### src/rtl/hwpe_stream_split_buffered.sv
// Splits one wide valid/ready stream into NB_OUT_STREAMS registered narrow lanes.
// Latency: 1 cycle from wide push to lane pop_valid_o (lane registers, no bypass).
// Backpressure: push_ready_o is high only when every lane is empty or popping this cycle.
module hwpe_stream_split_buffered #(
  parameter int unsigned NB_OUT_STREAMS   = 2,
  parameter int unsigned DATA_WIDTH_OUT   = 8,
  parameter bit          DROP_EMPTY_LANES = 1'b0
) (
  input  logic                                        clk_i,
  input  logic                                        rst_i,
  input  logic                                        clear_i,
  input  logic                                        push_valid_i,
  output logic                                        push_ready_o,
  input  logic [NB_OUT_STREAMS*DATA_WIDTH_OUT-1:0]    push_data_i,
  input  logic [NB_OUT_STREAMS*DATA_WIDTH_OUT/8-1:0]  push_strb_i,
  output logic [NB_OUT_STREAMS-1:0]                   pop_valid_o,
  input  logic [NB_OUT_STREAMS-1:0]                   pop_ready_i,
  output logic [NB_OUT_STREAMS*DATA_WIDTH_OUT-1:0]    pop_data_o,
  output logic [NB_OUT_STREAMS*DATA_WIDTH_OUT/8-1:0]  pop_strb_o,
  output logic                                        busy_o
);

  localparam int unsigned N  = NB_OUT_STREAMS;
  localparam int unsigned W  = DATA_WIDTH_OUT;
  localparam int unsigned SW = DATA_WIDTH_OUT / 8;

  // Parameter sanity: fewer than two lanes is not a split, and strobes need whole bytes.
  if (NB_OUT_STREAMS < 2) begin : g_bad_nb_out_streams
    $error("hwpe_stream_split_buffered: NB_OUT_STREAMS must be >= 2");
  end
  if ((DATA_WIDTH_OUT % 8) != 0) begin : g_bad_data_width_out
    $error("hwpe_stream_split_buffered: DATA_WIDTH_OUT must be a multiple of 8");
  end

  logic [N-1:0]    lane_full;
  logic [N*W-1:0]  lane_data;
  logic [N*SW-1:0] lane_strb;
  logic [N-1:0]    lane_free;
  logic [N-1:0]    lane_keep;
  logic            push_hs;

  // A lane can take a new slice if it is empty or its consumer drains it this cycle;
  // with lane dropping enabled, an all-zero strobe slice leaves the lane empty.
  always_comb begin
    lane_free = ~lane_full | pop_ready_i;
    lane_keep = '0;
    for (int k = 0; k < N; k++) begin
      lane_keep[k] = (DROP_EMPTY_LANES == 1'b0) || (|push_strb_i[k*SW +: SW]);
    end
  end

  // Ready is withheld during reset/clear so an upstream beat is never lost to the reset.
  assign push_ready_o = (&lane_free) & ~rst_i & ~clear_i;
  assign push_hs      = push_valid_i & push_ready_o;

  assign pop_valid_o = lane_full;
  assign pop_data_o  = lane_data;
  assign pop_strb_o  = lane_strb;
  assign busy_o      = |lane_full;

  // Lane registers: reload on a wide push (even while popping), otherwise clear on pop.
  always_ff @(posedge clk_i) begin
    if (rst_i || clear_i) begin
      lane_full <= '0;
      lane_data <= '0;
      lane_strb <= '0;
    end else begin
      for (int k = 0; k < N; k++) begin
        if (push_hs) begin
          if (lane_keep[k]) begin
            lane_full[k]          <= 1'b1;
            lane_data[k*W +: W]   <= push_data_i[k*W +: W];
            lane_strb[k*SW +: SW] <= push_strb_i[k*SW +: SW];
          end else begin
            lane_full[k]          <= 1'b0;
            lane_data[k*W +: W]   <= '0;
            lane_strb[k*SW +: SW] <= '0;
          end
        end else if (lane_full[k] && pop_ready_i[k]) begin
          lane_full[k] <= 1'b0;
        end
      end
    end
  end

  // A stalled lane must present the same payload until its consumer takes it.
  for (genvar k = 0; k < N; k++) begin : g_pop_stable
    a_pop_stable: assert property (@(posedge clk_i) disable iff (rst_i || clear_i)
      (pop_valid_o[k] && !pop_ready_i[k]) |=>
        ($stable(pop_data_o[k*W +: W]) && $stable(pop_strb_o[k*SW +: SW])));
  end

  // An upstream beat left pending must not change its payload while still offered.
  a_push_stable: assert property (@(posedge clk_i) disable iff (rst_i || clear_i)
    (push_valid_i && !push_ready_o) |=> (!push_valid_i || $stable(push_data_i)));

endmodule
### config.mk
export PLATFORM = sky130hd
export DESIGN_NAME = hwpe_stream_split_buffered
export DESIGN_NICKNAME = d
export VERILOG_FILES = /design/src/rtl/hwpe_stream_split_buffered.sv
export SDC_FILE = /design/constraint.sdc
export NUM_CORES = 1
export LEC_CHECK = 0
export ABC_AREA = 1
export CORE_MARGIN = 4
export CORE_UTILIZATION = 40
export CTS_BUF_LIST = sky130_fd_sc_hd__clkbuf_2
export DETAILED_ROUTE_END_ITERATION = 16
export PLACE_DENSITY = 0.81
export SLEW_MARGIN = 15
export SYNTH_ARGS = -nofsm -noshare
export SYNTH_HDL_FRONTEND = slang
export SYNTH_SLANG_ARGS = --single-unit
export TNS_END_PERCENT = 100
### constraint.sdc
create_clock -name clk_i -period 1.4 [get_ports clk_i]
set_input_delay 0.28 -clock clk_i [delete_from_list [all_inputs] [get_ports clk_i]]
set_output_delay 0.28 -clock clk_i [all_outputs]
set_load 0.05 [all_outputs]
## Word-level counts from Yosys, hierarchy flattened

Cells that the tools add are included.

- Flip-flop bits (word level): 20
- Bits of input ports: 24
- Output and inout bits: 22
- Word-level logic and storage cells: 22

- Muxes and demuxes: 4
- Bitwise operators: 7
- Reduce and logical (&&, ||, !) cells: 7

Operator list:

| kind | count |
|---|---|
| $mux 1 | 4 |
| $reduce_bool 2->1 | 2 |
| $and 1x1->1 | 3 |
| $logic_and 1x1->1 | 2 |
| $not 1->1 | 2 |
| $not 2->2 | 1 |
| $or 2x2->2 | 1 |
| $reduce_and 2->1 | 1 |
| $reduce_or 2->1 | 1 |
| $logic_or 1x1->1 | 1 |

## Longest topological paths before layout

- Depth after elaboration: 7
- Mapped depth: 9
- Mapped depth without buffers: 8

## Least setup slack after synthesis

OpenSTA, ideal clock, no wires.

- Kind: flip-flop to flip-flop
- From: register lane_full[0], in the netlist pop_valid_o[0]
- To: register lane_data[8], in the netlist pop_data_o[8]
- Library setup time: 0.064 ns
- Data arrival time: 1.450 ns
- Data required time: 1.336 ns
- Path slack: -0.114 ns
- Stages on the path, launching flop included: 8
- Path buffers: 1
- Clock period less this slack: 1.514 ns
- Cell sequence: dfxtp_1 > inv_2 > nor2_1 > nor2_1 > buf_2 > nand3_1 > nand2_1 > nor2_1

- Cells in the longest elaborated chain, start to end: 6

Ends and longest elaborated chain:

| item | line | RTL |
|---|---|---|
| start: declaration | 35 | `logic [N-1:0] lane_full;` |
| start signal: assignment | 64 | `lane_full <= '0;` |
| start signal: indexed assignment | 71 | `lane_full[k] <= 1'b1;` |
| start signal: indexed assignment | 75 | `lane_full[k] <= 1'b0;` |
| $not 2->2 | 45 | `lane_free = ~lane_full \| pop_ready_i;` |
| $or 2x2->2 | 45 |  |
| $reduce_and 2->1 | 53 | `assign push_ready_o = (&lane_free) & ~rst_i & ~clear_i;` |
| $and 1x1->1 (2 in a row) | 53 |  |
| via push_ready_o | 13 | `output logic push_ready_o,` |
| $and 1x1->1 | 54 | `assign push_hs = push_valid_i & push_ready_o;` |
| end signal: indexed assignment | 72 | `lane_data[k*W +: W] <= push_data_i[k*W +: W];` |
| end: declaration | 36 | `logic [N*W-1:0] lane_data;` |

The timed path passes the listed nets, and every way through them passes these cells.
A chain may end at the register's enable or synchronous reset.

## Worst setup path after layout

- From: register lane_full[0], in the netlist pop_valid_o[0]
- To: output push_ready_o

- Cells in the longest elaborated chain, start to end: 5

Ends and longest elaborated chain:

| item | line |
|---|---|
| $not 2->2 | 45 |
| $or 2x2->2 | 45 |
| $reduce_and 2->1 | 53 |
| $and 1x1->1 (2 in a row) | 53 |
| end: declaration | 13 |

Every way passes these cells.

==> impl_metrics.csv <==
group,metric,value,unit
routing,drc_errors,0,
synthesis,yosys.area.top_type,"dfxtp_1",
sta,max_clock_freq,701,MHz
sta,grt_setup_unrepaired,"yes",
run_status,failed_checks,"setup timing",
synthesis,netlist_area,890,sq um
synthesis,synth_compound_area_share,0.703,%
floorplanning,die_h,55.2,microns
routing,wl,3000,microns
setup_path,crit_slowest_cell,"dfxtp_4",
cts,root_buffer,"clkbuf_2",
floorplanning,initial_core_util,43.6,%
synthesis,synth_area_per_cell,6.64,sq um
global_route,grt_pass1_vias,970,
placed_design,numPortBuffers,45,
global_route,grt_usage,20.4,%
synthesis,yosys.area_share.simple,40.4,%
cts,htree_levels,1,
pwr,power.density,776,nW/um^2
synthesis,synth.most_common_cell,"nor2_1",
run_status,status,"finished, violations left",
setup_path,critPathBufInv,2,
cells_and_area,area_delta_synth_final,95.5,%
cells_and_area,utilization,85.2,%
sta,skew,0.00366,ns
cells_and_area,final_layout_size_suffix_gt1_share,25.7,%
setup_path,cpLargestDelayFamily,"flip-flops",
cells_and_area,n_antenna_cell,0,
hold_path,min_path_type,"input port to register",
synthesis,synthAdderAreaFrac,0,%
synthesis,netlist_top_cells_area,"dfxtp_1 45%, nor2_1 16%, nand3_1 10%, nand2_1 9.7%, inv_1 8.4%",
synthesis,synth_top_cell_area_share,45.0,%
sta,worstMarginPinSlew,0.204,ns
setup_path,cp-end-kind,"output port",
floorplanning,dieArea,3040,sq um
setup_path,worstPathCellList,"inv_4, nor2_4, nor2_4, buf_12",
global_route,grt_start_max_net_pins,21,
floorplanning,rows,16,
setup_path,path_common_cell,"nor2_4",
sta,setup_violations,3,
placed_design,place_congestion,0.720,
cts,cts_tree,"yes",
pwr,leakage,0.787,nW
cts,clk-insertion-delay-late,0.32,ns
routing,firstDrtPassIters,5,
setup_path,critPathRequiredTime,1.12,ns
cells_and_area,fin_area,1740,sq um
cells_and_area,fill_cells,118,
floorplanning,pin_count,46,
synthesis,synth_cells,134,
synthesis,yosysSeqAreaShare,45.0,%
sta,drv_slew,0,
synthesis,synth_cell_type_count,16,
global_route,grt_pass1_wl,4270,microns
routing,avgRoutedWirePerCell,14.0,microns
global_route,antenna_found_initial,0,
run,cap_violations,0,
floorplanning,core_area,2040,sq um
routing,routed_via_density,4.77,
routing,drtAntennaViolNets,0,
cts,clockBufferDepth,2,
cells_and_area,finalNetCount,212,
setup_path,startpoint_type,"register",
synthesis,synth-xor-area-share,0,%
cts,cts_made_buffers,3,
global_route,grt.overflow.total,0,
placed_design,postPlaceCellArea,1630,sq um
floorplanning,die_w,55.2,microns
synthesis,synth_top_family_by_area,"simple AND/OR/NAND/NOR gates",
synthesis,yosysWarnings,0,
sta,post-route-period-util,102,%
cts,cts_sinks,20,
synthesis,synth_edf_count,0,
pwr,vdd_drop_max,0.726,mV
setup_path,crit_fanout,3,
synthesis,ys_top_cells_by_count,"38 x nor2_1, 23 x nand2_1, 20 x dfxtp_1, 20 x inv_1, 18 x nand3_1",
sta,final.setup.worst_slack,-0.0265,ns
sta,period_needed,1.43,ns
synthesis,async_flop_share,0,%
routing,vias,1020,
placed_design,dp_hpwl,2130,microns
setup_path,critPathKind,"register to output port",
synthesis,ys_ff_latch,20,
cts,clkSlewWorstSetupHoldPaths,0.20,ns
sta,hold_violations,0,
placed_design,pre_cts_ws,-0.284,ns
sta,max-slew-margin-rel,86.4,%
setup_path,crit_path_max_incr_delay,0.41,ns
synthesis,synthMuxAreaShare,0,%
setup_path,cp.arrival,1.15,ns
synthesis,synth_flop_cell,"dfxtp_1",
routing,drt-initial-drc-count,34,
synthesis,syn_nets,158,
-- worst min-delay path, delay by kind of cell --
kind / cells / cell delay [ns]
compound gates: 1 / 0.11
buf+inv: 2 / 0.21
simple gates: 1 / 0.05
-- registers in the layout (all words and copies together) (netlist names) --
name         flops
pop_valid_o      2
pop_strb_o       2
pop_data_o      16
-- area by class of cell --
cell class	count	area (sq um)	area share [%]
repair buffers	56	768	44.2
flip-flops and latches	20	408	23.5
multi-input cells	84	395	22.7
inverters	23	88.8	5.11
well taps	27	33.8	1.94
clock inverters	1	30.0	1.73
clock buffers	3	15.0	0.863
-- path summary, 6_finish.rpt --
kind	cells after the start	startpoint	slack, ns	end
max	4	pop_valid_o[0]$_SDFFE_PP0P_	-0.03	push_ready_o
min	4	pop_ready_i[0]	0.34	pop_valid_o[0]$_SDFFE_PP0P_
max reg2reg	9	pop_valid_o[0]$_SDFFE_PP0P_	0.15	pop_valid_o[1]$_SDFFE_PP0P_
min reg2reg	2	pop_data_o[0]$_SDFFE_PP0P_	0.54	pop_data_o[0]$_SDFFE_PP0P_
-- per-stage QoR --
step / cells / total power, W / hold slack (ns) / TNS (ns)
after floorplan: 134 / 0.000743 / 0.448 / 0
after global placement: 207 / 0.000906 / 0.507 / -3.42
after detailed placement: 207 / 0.000917 / 0.513 / -4.76
after CTS: 214 / 0.00135 / 0.485 / -0.114
after global routing: 214 / 0.00140 / 0.334 / -0.182
final: 214 / 0.00135 / 0.344 / -0.0301
-- cells by family (layout without fill, tap and decap cells) --
| kind of cell | count (synthesis) | after routing |
|---|---|---|
| buffers and inverters | 30 | 83 |
| AO/OA/AOI/OAI | 1 | 1 |
| AND/OR/NAND/NOR | 83 | 83 |
| flip-flops | 20 | 20 |
-- where the power goes --
part | total, W | switching, W | internal (W)
sequential | 0.000595 | 0.0000142 | 0.000580
clock | 0.000436 | 0.000190 | 0.000246
combinational | 0.000319 | 0.000157 | 0.000163
total | 0.00135 | 0.000361 | 0.000989
-- cells in the final DEF, fill, tap and decap left out --
master / count
buf_12: 23
buf_4: 9
buf_6: 1
bufinv_16: 1
clkbuf_2: 3
clkdlybuf4s50_1: 19
clkinv_1: 1
dfxtp_1: 18
dfxtp_4: 2
dlygate4sd2_1: 3
dlymetal6s2s_1: 1
inv_1: 20
inv_2: 1
inv_4: 1
nand2_1: 22
nand2_4: 2
nand3_1: 18
nor2_1: 36
nor2_4: 3
nor3_4: 1
o22ai_1: 1
or2_4: 1
-- layer usage --
layer	vias to the layer above	global-route usage (%)	routed length [microns]
met5	-	0	0
met4	0	7.29	19
met3	4	4.83	262
met2	51	41.3	1660
met1	465	19.3	1060
li1	500	-	-
-- what timing repair did --
| action | in CTS | in global routing |
|---|---|---|
| endpoints found under the hold margin | 0 | 0 |
| setup endpoints to repair | 2 | 2 |
| hold buffers | 0 | 0 |
| resized for setup | 9 | 7 |
| pin swaps | 4 | 3 |
| buffers inserted | 3 | 1 |
No activity file was read; power rests on OpenSTA's default activity.
